**src/rtl/eth_fcs_appender_pkg.sv**
```systemverilog
// eth_fcs_appender_package: shared FSM states, FCS sizing and the reflected CRC-32 byte step
package eth_fcs_appender_package;
  typedef enum logic [1:0] {
    ST_DATA = 2'd0,
    ST_PAD  = 2'd1,
    ST_FCS  = 2'd2
  } state_t;
  localparam int IDX_W = 2;
  localparam int FCS_BYTES = 4;
  localparam logic [31:0] CRC_POLY = 32'hEDB88320;
  localparam logic [31:0] CRC_INIT = 32'hFFFFFFFF;
  // One byte of the reflected Ethernet CRC, LSB of the byte first.
  function automatic logic [31:0] crc_byte_step(input logic [31:0] c, input logic [7:0] d);
    logic [31:0] r;
    r = c;
    for (int i = 0; i < 8; i++)
      r = (r[0] ^ d[i]) ? ((r >> 1) ^ CRC_POLY) : (r >> 1);
    return r;
  endfunction
endpackage

```
**src/rtl/eth_fcs_appender_crc.sv**
```systemverilog
// crc_32_byte: registered byte-wide Ethernet CRC-32 with complemented output
module crc_32_byte
  import eth_fcs_appender_package::*;
(
  input  logic        clk,
  input  logic        rst_n,
  input  logic        crc_en,
  input  logic        clr,
  input  logic [7:0]  data,
  output logic [31:0] crc_out
);
  logic [31:0] r_crc;
  // Running remainder; clr wins so a frame's last FCS transfer reseeds for the next frame.
  always_ff @(posedge clk or negedge rst_n)
    if (!rst_n) r_crc <= CRC_INIT;
    else if (clr) r_crc <= CRC_INIT;
    else if (crc_en) r_crc <= crc_byte_step(r_crc, data);
  assign crc_out = ~r_crc;
endmodule

```
**src/rtl/eth_fcs_appender.sv**
```systemverilog
// eth_fcs_appender: passes a frame through, pads it to MIN_FRAME bytes and appends the 4-byte FCS
module eth_fcs_appender
  import eth_fcs_appender_package::*;
#(
  parameter int          MIN_FRAME = 60,
  parameter logic [7:0]  PAD_BYTE  = 8'h00
) (
  input  logic       clk,
  input  logic       rst_n,
  input  logic [7:0] s_data,
  input  logic       s_valid,
  input  logic       s_last,
  output logic       s_ready,
  output logic [7:0] m_data,
  output logic       m_valid,
  output logic       m_last,
  input  logic       m_ready,
  output logic       busy
);
  localparam logic [7:0] MIN_LEN = 8'(MIN_FRAME);
  state_t           r_state;
  logic [6:0]       r_cnt;
  logic [IDX_W-1:0] r_idx;
  logic             r_busy;
  logic [31:0]      w_crc;
  logic [7:0]       w_fcs_byte;
  logic [7:0]       w_cnt_inc;
  logic             w_in_data;
  logic             w_xfer;
  logic             w_crc_en;
  logic             w_clr;
  logic             w_reach;
  assign w_in_data  = r_state == ST_DATA;
  assign w_fcs_byte = 8'(w_crc >> {r_idx, 3'b000});
  assign s_ready    = w_in_data & m_ready;
  assign m_valid    = w_in_data ? s_valid : 1'b1;
  assign m_data     = w_in_data ? s_data : (r_state == ST_PAD) ? PAD_BYTE : w_fcs_byte;
  assign m_last     = (r_state == ST_FCS) && (r_idx == IDX_W'(FCS_BYTES - 1));
  assign w_xfer     = m_valid & m_ready;
  assign w_crc_en   = w_xfer & (r_state != ST_FCS);
  assign w_clr      = w_xfer & m_last;
  assign w_cnt_inc  = {1'b0, r_cnt} + 8'd1;
  assign w_reach    = w_cnt_inc >= MIN_LEN;
  assign busy       = r_busy;
  // The byte being transferred on m_data is exactly what enters the CRC, pad bytes included.
  crc_32_byte u_crc (
    .clk    (clk),
    .rst_n  (rst_n),
    .crc_en (w_crc_en),
    .clr    (w_clr),
    .data   (m_data),
    .crc_out(w_crc)
  );
  // Frame sequencing: data pass-through, optional padding, then four FCS bytes LSB first.
  always_ff @(posedge clk or negedge rst_n)
    if (!rst_n) begin
      r_state <= ST_DATA;
      r_cnt   <= '0;
      r_idx   <= '0;
      r_busy  <= 1'b0;
    end else if (w_clr) begin
      r_state <= ST_DATA;
      r_cnt   <= '0;
      r_idx   <= '0;
      r_busy  <= 1'b0;
    end else if (w_xfer && r_state == ST_FCS) begin
      r_idx <= r_idx + 1'b1;
    end else if (w_xfer) begin
      r_cnt  <= (r_cnt == 7'd127) ? r_cnt : r_cnt + 7'd1;
      r_busy <= 1'b1;
      if (r_state == ST_PAD || s_last) r_state <= w_reach ? ST_FCS : ST_PAD;
    end
endmodule
```
**config.mk**
```make
export PLATFORM = sky130hd
export DESIGN_NAME = eth_fcs_appender
export DESIGN_NICKNAME = d
export VERILOG_FILES = /design/src/rtl/eth_fcs_appender_pkg.sv /design/src/rtl/eth_fcs_appender_crc.sv /design/src/rtl/eth_fcs_appender.sv
export SDC_FILE = /design/constraint.sdc
export NUM_CORES = 1
export LEC_CHECK = 0
export BUFFER_PORTS_ARGS = -buffer_cell sky130_fd_sc_hd__buf_2
export CORE_MARGIN = 8
export CORE_UTILIZATION = 45
export DETAILED_ROUTE_END_ITERATION = 8
export GPL_ROUTABILITY_DRIVEN = 0
export SYNTH_ARGS = -nofsm -noshare
export SYNTH_HDL_FRONTEND = slang
export SYNTH_SLANG_ARGS = --single-unit
```
**constraint.sdc**
```tcl
create_clock -name clk -period 6.2 [get_ports clk]
set_clock_uncertainty 0.1 [all_clocks]
set_input_delay 0.93 -clock clk [delete_from_list [all_inputs] [get_ports clk]]
set_output_delay 0.93 -clock clk [all_outputs]
set_load 0.05 [all_outputs]
```
==> results of run 1 <==
## cell families after synthesis
group                      count (synthesis)  share of synthesized area (%)
xor gates and xnor gates                 105                          26.20
and+or+nand+nor                           98                          12.21
AOI/OAI and AO/OA                         82                          14.65
DFF                                       44                          31.73
buffers and inverters                     29                          3.479
muxes                                     27                          10.68
adders and majority gates                  3                          1.044
## report_power, final
group / switching, W / internal, W
Sequential: 0.000180 / 0.000502
Combinational: 0.000716 / 0.000723
Clock: 0.000103 / 0.000159
## sequential cells by signal, summed over array words and instances, names as in the netlist
signal,cells
r_idx,2
busy,1
r_cnt,7
r_state,2
u_crc.r_crc,32
## how the worst max path moves through the flow
stage          startpoint   endpoint
2_1_floorplan    r_idx[0]  m_data[0]
3_3_place_gp   r_state[1]     m_last
3_5_place_dp   r_state[1]     m_last
4_1_cts        r_state[1]     m_last
5_1_grt        r_state[1]     m_last
6_report       r_state[1]     m_last
## synthesized netlist by cell type, types with 4 or more instances
cell / n / area, um^2
o21a_1: 4 / 30.03
and3_1: 5 / 31.28
nand2_1: 16 / 60.06
inv_1: 4 / 15.01
dfstp_2: 32 / 840.8
a21oi_1: 34 / 170.2
mux2i_1: 17 / 170.2
o22a_1: 5 / 43.79
o21ai_0: 16 / 80.08
nor2_1: 53 / 198.9
nand2b_1: 10 / 62.56
xnor2_1: 74 / 648.1
o21ai_1: 4 / 20.02
xor2_1: 28 / 245.2
clkbuf_1: 17 / 63.81
buf_2: 4 / 20.02
mux4_2: 8 / 180.2
a21oi_2: 9 / 78.83
dfrtp_1: 12 / 300.3
## metal layers
metal  up-vias  GRT usage (%)
met5         -              0
met4         0          4.077
met3        10          2.741
met2        34          26.17
met1      1314          21.64
li1       1310              -
## layout by cell type, fill, tap and decap left out, drive strengths merged, types with 2 or more instances in the layout
| master | Yosys | routed |
|---|---|---|
| xnor2 | 75 | 75 |
| nor2 | 53 | 53 |
| a21oi | 46 | 46 |
| dfstp | 32 | 32 |
| xor2 | 30 | 30 |
| buf | 8 | 26 |
| o21ai | 20 | 20 |
| mux2i | 18 | 18 |
| nand2 | 16 | 16 |
| dfrtp | 12 | 12 |
| nand2b | 10 | 10 |
| mux4 | 8 | 8 |
| and3 | 5 | 5 |
| o22a | 5 | 5 |
| clkbuf | 17 | 5 |
| inv | 4 | 4 |
| o21a | 4 | 4 |
| and2 | 3 | 3 |
| ha | 3 | 3 |
| nor2b | 3 | 3 |
| or3 | 2 | 2 |
| nand3 | 2 | 2 |
| o31ai | 2 | 2 |
| bufinv | 0 | 2 |
## per-stage QoR
stage / power (W) / util [%] / hold slack (ns)
final: 0.002383 / 50.24 / 0.3913
after global routing: 0.002585 / 50.24 / 0.4321
after CTS: 0.002402 / 50.24 / 0.3881
after detailed placement: 0.002119 / 48.58 / 0.3754
after global placement: 0.002101 / 48.58 / 0.3661
after floorplan: 0.001862 / - / 0.3387
## critical path, delay by kind of cell, from the launching register on
kind | cells | cell delay (ns)
flip-flops | 1 | 1.01
AND/OR/NAND/NOR | 2 | 0.54
buffers and inverters | 2 | 1.02
## layout make-up
class | count | area (um^2)
multi-input cells | 315 | 2335
flip-flops and latches | 44 | 1141
clock inverters | 2 | 60.06
clock buffers | 5 | 68.82
well taps | 102 | 127.6
repair buffers | 26 | 135.1
fillers | 706 | 3845
inverters | 4 | 15.01
==> flow_summary.toml, run 1 <==
[worst_setup_path]
path_class = "reg2out"
worst_path_max_delay_cell = "dfrtp_1"
worstPathArrival_ns = 2.87
cp-start-kind = "register"
cp_cell_sequence = "inv_1 > nor2_1 > and2_1 > buf_2"
required_ns = 5.17
rr_endpoint = "r_cnt[6]"
rr_worst_depth = 7
crit_path_end_kind = "output pin"
cp_max_fo = 26
crit_path_max_incr_delay_ns = 1.01
r2r-start = "r_state[1]"
rrSetupSlack_ns = 2.75

[pwr]
cellLeakagePower_nw = 1.498
vdd_drop_max_mv = 0.1938
power.density_nw_per_um2 = 613.8

[timing]
hold_viol = 0
rsz0062_at_grt = "false"
fin_crit_ns = 3.900
worstMarginPinSlew_ns = 1.085
fin_setup_tns_ns = 0
fin_crit_sh_pct = 62.90
slew_headroom_pct = 27.69
max_freq_ghz = 0.2564
slew_violations = 0
fin_ws_ns = 2.300
setup_viol = 0

[grt]
grt-ovfl-total = 0
grt_pass1_vias = 2750
grt_start_max_net_pins = 45
grt_antenna_before_repair = 0
grt_util_all_layers_pct = 16.10
grt_pass1_wl_mm = 14.61

[yosys]
syn_nets = 404
ys.flop_type = "dfstp_2"
synth-edff-count = 0
synth_area_um2 = 3596
yosysSeqAreaShare_pct = 31.73
async_reset_ff_share_pct = 100.0
yosysWarningCount = 0
avgSynthCellArea_um2 = 9.268
synth_cell_types = 42
syn_inst = 388
synth_seq_cells = 44

[cts]
cts-htree-levels = 2
cts.reportedPaths.clkPinSlew_ns = 0.09
numCtsBuffers = 5
cts_setup_buffers = 0
clkSinkCount = 44
clock-root-buffer = "clkbuf_8"
cts_tree = "done"
hold_buffers = 0
clock_latency_ns = 0.30
cts_resized = 0
cts_buffer_depth = 2

[place]
dpl_worst_slack_ns = 2.647
hpwl_mm = 6.046
dpl-instance-area_um2 = 3754
dpl.cell_count = 491
portBuffers = 24

[hold_path]
hold_end = "r_cnt[5]"
holdPathStages = 1
holdCritPathClass = "reg2reg"
hp-start = "r_cnt[5]"

[route]
dr_wl_met2_mm = 3.952
wl_met1_mm = 4.164
antenna_left = 0
drtIter0Drc = 174
drc = 0
post_drt_wl_per_cell_um = 16.93
drtPass1Iterations = 4
met3_length_um = 225
num_vias = 2668
viasPerCell = 5.357
dr.max_layer_used = "met4"
wirelength_mm = 8.433

[floorplan]
die_w_um = 105.4
dieHeight_um = 105.4
initial_utilization_pct = 46.53
pin_count = 25
die_area_um2 = 11110
floorplan.core_area_um2 = 7727
rows = 32

[finish]
syn2layout_area_growth_pct = 7.968
drive_gt1_share_pct = 23.23
antenna_cells = 0
finalInstanceArea_um2 = 3882
fin_cells = 498
layout.nets = 412

[status]
outcome = "finished, final reports clean"

[run]
drv_cap = 0
(Power assumes the default switching activity.)
==> run 2, diff against run 1 <==
clock period = 3.4 ns   (was 6.2 ns; I/O delays follow)
==> run 2 against run 1 <==
Net effect:
- non-clock buffer count up 6
- sequential share of layout area down 0.066 points
- wire length up 5.2%
- final cell count up 1.4%
- via count up 1.8%
- die area unchanged
- sequential power up 82%
- count of clock-buffer cells in the layout unchanged
- critical endpoint is now u_crc.r_crc[24]
- largest power group unchanged
==> flow_summary.toml, run 2 (synthesis gave the netlist of run 1 again) <==
[finish]
syn2layout_area_growth_pct = 8.211
drive_gt1_share_pct = 24.57
layout.nets = 418
largestRegisters = "u_crc.r_crc (32), r_cnt (7)"
fin_cells = 505
final_util_pct = 50.36
final_common_cell = "xnor2_1"
regMostFlops = "u_crc.r_crc"
antenna_cells = 0
largest_register_ff_count = 32
layout_common_cells = "xnor2_1, nor2_1, a21oi_1"

[floorplan]
initial_utilization_pct = 46.53
rows = 32
pin_count = 25
die_w_um = 105.4
floorplan.core_area_um2 = 7727
dieHeight_um = 105.4
die_area_um2 = 11110

[timing]
slew_headroom_pct = 32.61
fin_crit_ns = 2.775
fin_crit_sh_pct = 81.60
max_freq_ghz = 0.3604
hold_viol = 0
slew_violations = 0
fin_setup_tns_ns = 0
rsz0062_at_grt = "false"
setup_viol = 0
holdWs_ns = 0.2631
worstMarginPinSlew_ns = 1.011

[worst_setup_path]
cp_cell_sequence = "nand2b_1 > xor2_1 > xor2_1 > nor2_1 > a21oi_4 > xor2_2 > xnor2_1 > a21oi_1"
cp_max_fo = 20
worstPathArrival_ns = 2.90
crit_family = "XOR/XNOR gates"
rrSetupSlack_ns = 0.63
r2r-start = "r_state[0]"
crit_path_end_kind = "register"
crit_path_max_incr_delay_ns = 0.73
crit_path_frequent_cell = "xor2_1"
worst_path_max_delay_cell = "dfrtp_1"
required_ns = 3.52
cp-start-kind = "register"
cp_num_buf_inv = 0
path_class = "reg2reg"
worstSetupStartpoint = "r_state[0]"

[pwr]
power.density_nw_per_um2 = 1085
finalPower_w = 0.004222
vdd_drop_max_mv = 0.4357
cellLeakagePower_nw = 1.504

[grt]
grt-ovfl-total = 0
grt_pass1_wl_mm = 14.66
grt_antenna_before_repair = 0
grt_pass1_vias = 2660
grt_util_all_layers_pct = 16.37
grt_start_max_net_pins = 45

[route]
viasPerCell = 5.380
wirelength_mm = 8.871
num_vias = 2717
post_drt_wl_per_cell_um = 17.57
drc = 0
drtIter0Drc = 128
antenna_left = 0
drtPass1Iterations = 4

[cts]
clkSinkCount = 44
cts_tree = "done"
cts_buffer_depth = 2
numCtsBuffers = 5
cts-htree-levels = 2
cts_resized = 0
cts.reportedPaths.clkPinSlew_ns = 0.10
hold_buffers = 0
clock_latency_ns = 0.31
cts_setup_buffers = 0
clock-root-buffer = "clkbuf_8"

[status]
outcome = "finished, final reports clean"

[place]
hpwl_mm = 6.326
portBuffers = 24
dpl.cell_count = 497

[run]
drv_cap = 0

[hold_path]
holdCritPathClass = "in2async"
run 2: cell count changes in the layout (fill, tap and decap cells not counted):
cell and delta:
bufinv_16 -2, clkinv_4 +1, buf_4 +6, clkinvlp_4 +2
run 2: worst register-to-register path, cell delays in order, from the launching register on:
cell and delay [ns]:
dfrtp_1 0.73, nand2b_1 0.25, xor2_1 0.49, xor2_1 0.20, nor2_1 0.08, a21oi_4 0.28
xor2_2 0.29, xnor2_1 0.11, a21oi_1 0.18
run 2: stage by stage:
step	worst slack, ns	cell area [um^2]
6_report	0.6255	3891
4_1_cts	0.6491	3891
3_3_place_gp	0.7121	3799
5_1_grt	0.3699	3891
2_1_floorplan	0.4621	3596
3_5_place_dp	0.6833	3799
run 2: power by group:
group	total [W]	internal, W	switching, W
Clock	0.000350	0.000146	0.000204
Sequential	0.00124	0.000916	0.000329
Combinational	0.00263	0.00134	0.00129
Total	0.00422	0.00240	0.00182
run 2: worst paths after layout:
| path | end | cells after the start |
|---|---|---|
| max reg2reg | u_crc.r_crc[24] | 8 |
| max in group asynchronous | r_state[0] | 1 |
| min in group clk | r_cnt[5] | 1 |
| min | r_cnt[3] | 1 |
| max | u_crc.r_crc[24] | 8 |
| min reg2reg | r_cnt[5] | 1 |
run 2: cell type report:
class,instances,area (um^2)
Timing Repair Buffer,32,180.2
Clock buffer,5,68.82
Inverter,4,15.01
Clock inverter,3,23.77
Multi-Input combinational cell,315,2335
Sequential cell,44,1141
Fill cell,726,3836
Tap cell,102,127.6
run 2: per-layer routing:
layer	GRT usage [%]	part of all wire, %
met5	0	0
met4	3.058	1.0
met3	2.862	4.8
met2	25.81	46
met1	22.96	48
